**src/rtl/aes_key_expander.sv**
```systemverilog
// aes_key_expander: iterative AES-128 key schedule, one round per clock, with an 11x128 round-key buffer and a registered indexed read port
// Ports:
//   clk, rst_n   rising-edge clock, asynchronous active-low reset
//   key_in       128-bit cipher key (byte 0 in [127:120]), captured on an accepted key_load
//   key_load     start expansion; accepted in IDLE or READY, ignored while expanding
//   busy         high while the schedule is being expanded
//   keys_valid   high once all 11 round keys are in the buffer
//   rk_idx       round-key read index 0..10
//   rk_out       registered round key for the rk_idx sampled on the previous edge
//   rk_err       registered; high when the sampled rk_idx is above 10
module aes_key_expander #(
  parameter bit REVERSE_READ  = 1'b1,
  parameter bit CLEAR_ON_LOAD = 1'b1
) (
  input  logic         clk,
  input  logic         rst_n,
  input  logic [127:0] key_in,
  input  logic         key_load,
  output logic         busy,
  output logic         keys_valid,
  input  logic [3:0]   rk_idx,
  output logic [127:0] rk_out,
  output logic         rk_err
);
  typedef enum logic [1:0] {IDLE, EXPAND, READY} state_t;
  // Forward AES S-box, entry 0 in the leftmost byte so index 255 holds sbox(0).
  localparam logic [255:0][7:0] SBOX = {
    128'h637c777bf26b6fc53001672bfed7ab76, 128'hca82c97dfa5947f0add4a2af9ca472c0,
    128'hb7fd9326363ff7cc34a5e5f171d83115, 128'h04c723c31896059a071280e2eb27b275,
    128'h09832c1a1b6e5aa0523bd6b329e32f84, 128'h53d100ed20fcb15b6acbbe394a4c58cf,
    128'hd0efaafb434d338545f9027f503c9fa8, 128'h51a3408f929d38f5bcb6da2110fff3d2,
    128'hcd0c13ec5f974417c4a77e3d645d1973, 128'h60814fdc222a908846eeb814de5e0bdb,
    128'he0323a0a4906245cc2d3ac629195e479, 128'he7c8376d8dd54ea96c56f4ea657aae08,
    128'hba78252e1ca6b4c6e8dd741f4bbd8b8a, 128'h703eb5664803f60e613557b986c11d9e,
    128'he1f8981169d98e949b1e87e9ce5528df, 128'h8ca1890dbfe6426841992d0fb054bb16
  };
  localparam logic [10:0][7:0] RCON = {
    8'h36, 8'h1b, 8'h80, 8'h40, 8'h20, 8'h10, 8'h08, 8'h04, 8'h02, 8'h01, 8'h00
  };
  state_t       state;
  logic [3:0]   round;
  logic [127:0] rk [0:10];
  logic [127:0] nxt;
  logic [3:0]   ridx;
  function automatic logic [7:0] sbox(input logic [7:0] x);
    return SBOX[~x];
  endfunction
  function automatic logic [127:0] next_key(input logic [127:0] w, input logic [7:0] rc);
    logic [31:0] t, n0, n1, n2, n3;
    // SubWord(RotWord(w3)) ^ rcon, with w3 = {a,b,c,d} rotated to {b,c,d,a}
    t  = {sbox(w[23:16]), sbox(w[15:8]), sbox(w[7:0]), sbox(w[31:24])} ^ {rc, 24'h0};
    n0 = w[127:96] ^ t;
    n1 = w[95:64] ^ n0;
    n2 = w[63:32] ^ n1;
    n3 = w[31:0] ^ n2;
    return {n0, n1, n2, n3};
  endfunction
  always_comb begin
    nxt  = next_key(rk[round - 4'd1], RCON[round]);
    ridx = REVERSE_READ ? 4'd10 - rk_idx : rk_idx;
  end
  always_ff @(posedge clk or negedge rst_n) begin
    if (!rst_n) begin
      state      <= IDLE;
      round      <= 4'd0;
      busy       <= 1'b0;
      keys_valid <= 1'b0;
      for (int i = 0; i <= 10; i++) rk[i] <= '0;
    end else if (state == EXPAND) begin
      rk[round] <= nxt;
      round     <= round == 4'd10 ? 4'd0 : round + 4'd1;
      state     <= round == 4'd10 ? READY : EXPAND;
      busy      <= round != 4'd10;
      keys_valid <= round == 4'd10;
    end else if (key_load) begin
      if (CLEAR_ON_LOAD)
        for (int i = 1; i <= 10; i++) rk[i] <= '0;
      rk[0]      <= key_in;
      round      <= 4'd1;
      state      <= EXPAND;
      busy       <= 1'b1;
      keys_valid <= 1'b0;
    end
  end
  // Read port samples the buffer before any same-edge write lands.
  always_ff @(posedge clk or negedge rst_n) begin
    if (!rst_n) begin
      rk_out <= '0;
      rk_err <= 1'b0;
    end else begin
      rk_out <= rk_idx > 4'd10 ? '0 : rk[ridx];
      rk_err <= rk_idx > 4'd10;
    end
  end
endmodule

```
**config.mk**
```make
export PLATFORM = sky130hd
export DESIGN_NAME = aes_key_expander
export DESIGN_NICKNAME = d
export VERILOG_FILES = /design/src/rtl/aes_key_expander.sv
export SDC_FILE = /design/constraint.sdc
export NUM_CORES = 2
export LEC_CHECK = 0
export BUFFER_PORTS_ARGS = -buffer_cell sky130_fd_sc_hd__buf_2
export CORE_MARGIN = 2
export CORE_UTILIZATION = 30
export CTS_BUF_LIST = sky130_fd_sc_hd__clkbuf_4 sky130_fd_sc_hd__clkbuf_8
export CTS_CLUSTER_SIZE = 16
export DETAILED_ROUTE_END_ITERATION = 10
export PLACE_DENSITY = 0.48
export SYNTH_ARGS = -nofsm -noshare
export SYNTH_HDL_FRONTEND = slang
export SYNTH_SLANG_ARGS = --single-unit
```
**constraint.sdc**
```tcl
create_clock -name clk -period 19.1 [get_ports clk]
set_clock_uncertainty 0.05 [all_clocks]
set_input_delay 1.91 -clock clk [delete_from_list [all_inputs] [get_ports clk]]
set_output_delay 1.91 -clock clk [all_outputs]
set_load 0.005 [all_outputs]
```
Yosys cells after proc, flatten, opt, wreduce, memory -nomap -nowiden. Memory sizes are Yosys's and may differ from the RTL's. Index checks and enable logic that the tools add are counted. Widths: inputs -> output; s select.

Add/sub/neg operators: 3. Magnitude comparators: 10. Equality and inequality tests: 3. Muxes and demuxes: 27. Bitwise operators: 12. Reduce and logical (&&, ||, !) cells: 2.

Operator list (count): $mux 1408 (2); $bwmux 1408 (1); $bmux 128 s4 (2); $mux 128 (6); $demux 128 s4 (1); $xor 32x32->32 (5); $mux 8 (5); $lt 8x9->1 const B (4); $not 8->8 (4); $ge 5x5->1 const B (3); $not 4->5 (3); $mux 4 (3); $mux 2 (3); $lt 4x5->1 const B (1); $lt 5x1->1 const B (1); $add 4x1->4 const B (1); $eq 4x4->1 const B (1); $gt 4x4->1 const B (1); $mux 1 (4); $ne 4x4->1 const B (1); $sub 4x1->4 const B (1); $sub 4x4->4 const A (1); $eq 2x1->1 const B (1); $reduce_bool 2->1 (1); $logic_and 1x1->1 (1).

Register bits: 1545. Bits in read-only memories: 8320. Input port bits: 135. Logic and storage cells: 79. Memories kept: 5.

Memory list: (name not given) (words 256, width 8, rd ports 1, clocked after Yosys merged registers in 0, write ports 0, RTL line 46) `return SBOX[~x];`; (name not given) (words 256, width 8, rd ports 1, clocked after Yosys merged registers in 0, write ports 0, RTL line 46); (name not given) (words 256, width 8, rd ports 1, clocked after Yosys merged registers in 0, write ports 0, RTL line 46); (name not given) (words 256, width 8, rd ports 1, clocked after Yosys merged registers in 0, write ports 0, RTL line 46); (name not given) (words 16, width 8, rd ports 1, clocked after Yosys merged registers in 0, write ports 0, RTL line 59) `nxt = next_key(rk[round - 4'd1], RCON[round]);`.

Longest topological paths before layout.
Depth in word-level cells: 15. Mapped depth: 38. Gate-level depth less buffers: 19.

Worst setup path before layout. No wires, ideal clock.

Path kind: flip-flop to flip-flop. Start: register round[0]. End: register rk[1287] (netlist name). Library setup time: 0.133 ns. Arrival: 7.593 ns. Data required time: 18.917 ns. Slack: 11.324 ns. Stages on the path, launching flop included: 38. Buffers on the path: 19. Clock period less this slack: 7.776 ns. Path through: dfrtp_1 -> buf_6 -> inv_1 -> buf_2 -> buf_1 -> clkbuf_1 -> clkbuf_1 -> clkbuf_1 -> clkbuf_1 -> clkbuf_1 -> ha_1 -> buf_6 -> buf_8 -> buf_6 -> buf_6 -> buf_6 -> buf_6 -> buf_4 -> [2 not listed] -> nand4_1 -> nand2_1 -> buf_2 -> buf_2 -> ha_1 -> clkbuf_1 -> clkinv_1 -> a31oi_2 -> o21ai_1 -> a221oi_1 -> a2111oi_0 -> a211o_1 -> o221ai_1 -> xor2_1 -> xnor2_1 -> xnor2_1 -> clkbuf_2 -> o21ai_0.

Longest elaborated chain between the ends: 15. Elaborated cells on any way between the ends: 21. Classes of those cells: 1 x add/sub; 2 x order compare; 8 x mux; 8 x bitwise; 1 x reduce/logical; 1 x memory.

Ends and longest elaborated chain: start, declared (RTL line 41) `logic [3:0] round;`; start signal, assigned (RTL line 71) `round <= round == 4'd10 ? 4'd0 : round + 4'd1;`; $sub 4x1->4 (RTL line 59); $not 4->5 (implied by the code) (RTL line 59); $bmux 128 s4 (RTL line 59); $mux 128 (implied by the code) (2 in series) (RTL line 59); $not 8->8 (RTL line 46); $mem_v2 256x8; $mux 8 (implied by the code) (RTL line 46); $xor 32x32->32 (RTL line 51) `t = {sbox(w[23:16]), sbox(w[15:8]), sbox(w[7:0]), sbox(w[31:24])} ^ {rc, 24'h0};`; $xor 32x32->32 (RTL line 52) `n0 = w[127:96] ^ t;`; $xor 32x32->32 (RTL line 53) `n1 = w[95:64] ^ n0;`; $xor 32x32->32 (RTL line 54) `n2 = w[63:32] ^ n1;`; $xor 32x32->32 (RTL line 55) `n3 = w[31:0] ^ n2;`; $bwmux 1408 * (RTL line 70) `rk[round] <= nxt;`; $mux 1408 * (RTL line 69) `end else if (state == EXPAND) begin`; end signal, assigned by index (RTL line 70); end, declared (RTL line 42) `logic [127:0] rk [0:10];`.

Mark *: on every way between the ends. The rest lies on a longest branch, timed or not. The select of a mux whose other input is x is not followed. A chain may end at the register's enable or synchronous reset.

Worst setup path in the final report.
Start: register round[0]. End: register rk[1] (netlist name).

Same word-level chain as after synthesis.

==> results_dict.tcl <==
set metrics [dict create \
    synth_top_area_share_pct 40.3 \
    ys_ff_latch 1543 \
    grt_overflow_total 0 \
    ys.flop_type "dfrtp_1" \
    via_count 90500 \
    fin_crit_sh_pct 55.7 \
    track_usage_pct 29.2 \
    grt_pass1_vias 88400 \
    arrival_ns 11.52 \
    required_ns 19.99 \
    synth_most_common_cell "o21ai_0" \
    tightest_slew_ns 1.48 \
    path_clk_slew_ns 0.06 \
    r2r_setup_slack_ns 8.47 \
    cts_tree "done" \
    drive_above_1_share_pct 17.9 \
    io_pins 266 \
    synthTopCellsByArea "dfrtp_1 (40%), mux4_2 (12%), o21ai_0 (8.2%)" \
    die_w_um 569 \
    routed_wl_mm 487 \
    hold_buffers 0 \
    vias_per_cell 6.32 \
    io_buffers 265 \
    post_cts_resized 0 \
    grt_antenna_before_repair 37 \
    critical-path-max-stage-delay_ns 1.02 \
    slew_headroom_pct 1.53 \
    clock_insertion_delay_worst_skew_ns 1.08 \
    rsz0062_at_grt "no" \
    wl_per_cell_um 34.0 \
    drt_iter0_markers 11500 \
    die_h_um 569 \
    yosysWarnings 0 \
    first_pass_iters 7 \
    holdWs_ns 0.450 \
    postCtsSetupBuffers 0 \
    synth_edf_count 0 \
    synth_common_cells "o21ai_0 (1572), dfrtp_1 (1543), nand2_1 (1070)" \
    synth_cell_types 111 \
    outcome "complete, no violations" \
    synthCells 10200 \
    yosysSeqAreaShare_pct 40.3 \
    worstPathMaxFanout 54 \
    dp_hpwl_mm 301 \
    syn_avg_cell_area_um2 9.40 \
    coreArea_um2 318000 \
    clock_path_buffers 4 \
    nFillCells 32600 \
    grt_pass1_wl_mm 688 \
    cts_made_buffers 301 \
    row_count 207 \
    drv_slew 0 \
    path_cells "inv_6 > ha_4 > buf_4 > buf_4 > mux2i_1 > a311oi_1 > nand4_1 > nand2_1 > buf_4 > ha_1 > buf_4 > clkinv_1 > a31oi_2 > o21ai_1 > o22ai_1 > or4_1 > nand4_1 > a311oi_1 > xor2_1 > xnor2_1 > buf_4 > xnor2_1 > a22o_1" \
    yosysTopAreaCell "dfrtp_1" \
    cp_slowest_cell "xor2_1" \
    start_kind "flip-flop" \
    synth.cell_area_um2 95700 \
    fin_setup_tns_ns 0 \
    place_congestion 1.01 \
    grt_max_degree 227 \
    hold_path_class "flip-flop to flip-flop" \
    crit_type "flip-flop to flip-flop" \
    setup_violations 0 \
    root_buffer "clkbuf_8" \
    max_freq_mhz 94.1 \
    initial_core_util_pct 30.1 \
    synth_fp_nets 10400 \
    synthArstFlopShare_pct 100 \
    antenna_left 0 \
    fin_crit_ns 10.63 \
    clock-sinks 1543 \
    final_nets 10100 \
    htree_levels 5 \
    areaGrowthSynthToFinish_pct 11.9 \
    die_area_um2 324000 \
    timing.final.hold_violations 0 \
    drc 0 \
    cap_violations 0 \
    critPathCaptureType "flip-flop" \
    path_common_cell "buf_4" \
]
cell type report:
| cell class | count | area, um2 | share of cell area, % |
|---|---|---|---|
| flip-flops and latches | 1543 | 38600 | 36.1 |
| repair buffers | 600 | 4130 | 3.86 |
| inverters | 37 | 145 | 0.136 |
| clock buffers | 470 | 5820 | 5.43 |
| clock inverters | 61 | 703 | 0.657 |
| well taps | 4180 | 5230 | 4.88 |
| diodes | 6 | 15.0 | 0.0140 |
| multi-input cells | 7420 | 52400 | 49.0 |
cells by family (layout without fill, tap and decap cells):
logic type      count (synthesis)  after routing  share of synthesized area (%)
compound gates               3354           3354                           21.7
simple gates                 2897           2897                           13.6
flops                        1543           1543                           40.3
buf+inv                      1223           1168                           5.68
mux                           884            884                           15.7
xor+xnor                      221            221                           2.09
fa+ha+maj                      64             64                          0.837
other cells                     0              6                              0
path summary, 6_finish.rpt:
check	from	end	depth (start not counted)
max	round[0]	rk[1]	23
min	rk[1194]	rk[1194]	2
max reg2reg	round[0]	rk[1]	23
min reg2reg	rk[1194]	rk[1194]	2
max in group asynchronous	rst_n	rk_out[3]	5
min in group asynchronous	rst_n	rk[969]	1
per-layer routing:
layer  routed length (um)  GRT usage [%]
met2               212000           43.9
met4                27900           14.7
met1               200000           39.2
met5                  122              0
met3                46900           6.61
layout by cell type (no fill, tap or decap), types with 104 or more instances in the layout:
| master | count |
|---|---|
| mux4_2 | 492 |
| clkbuf_8 | 366 |
| nand3_1 | 1047 |
| buf_2 | 263 |
| xnor2_1 | 117 |
| mux2i_1 | 367 |
| nor3_1 | 109 |
| a22o_1 | 195 |
| a21oi_1 | 524 |
| nor2_1 | 419 |
| dfrtp_1 | 1542 |
| nand2_1 | 1061 |
| buf_4 | 314 |
| clkbuf_4 | 104 |
| o21ai_0 | 1562 |
| a22oi_1 | 150 |
| o211ai_1 | 112 |
registers in the layout, indices dropped and copies added, names as in the netlist:
| name | cells |
|---|---|
| rk_err | 1 |
| keys_valid | 1 |
| state | 1 |
| rk | 1408 |
| rk_out | 128 |
| round | 4 |
worst max-delay path: cells and delay by family (launching register included):
kind,cells,cell delay (ns)
AO/OA/AOI/OAI,6,2.34
XOR/XNOR,3,2.02
adder cells (fa/ha/maj),2,1.12
buffers and inverters,7,3.42
flip-flops,1,0.87
multiplexers,1,0.16
AND/OR/NAND/NOR,4,0.42
metrics by stage:
step	setup slack, ns	utilization (%)	instance area [um2]	cells
after floorplan	11.32	-	95700	10200
after global placement	8.77	31.6	101000	13800
after detailed placement	8.74	31.6	101000	13800
after CTS	8.83	33.7	107000	14300
after global routing	8.37	33.7	107000	14300
final	8.47	33.7	107000	14300
Power is not shown: default switching activity piles up to over one toggle a cycle in this logic, so the estimate is an artifact.
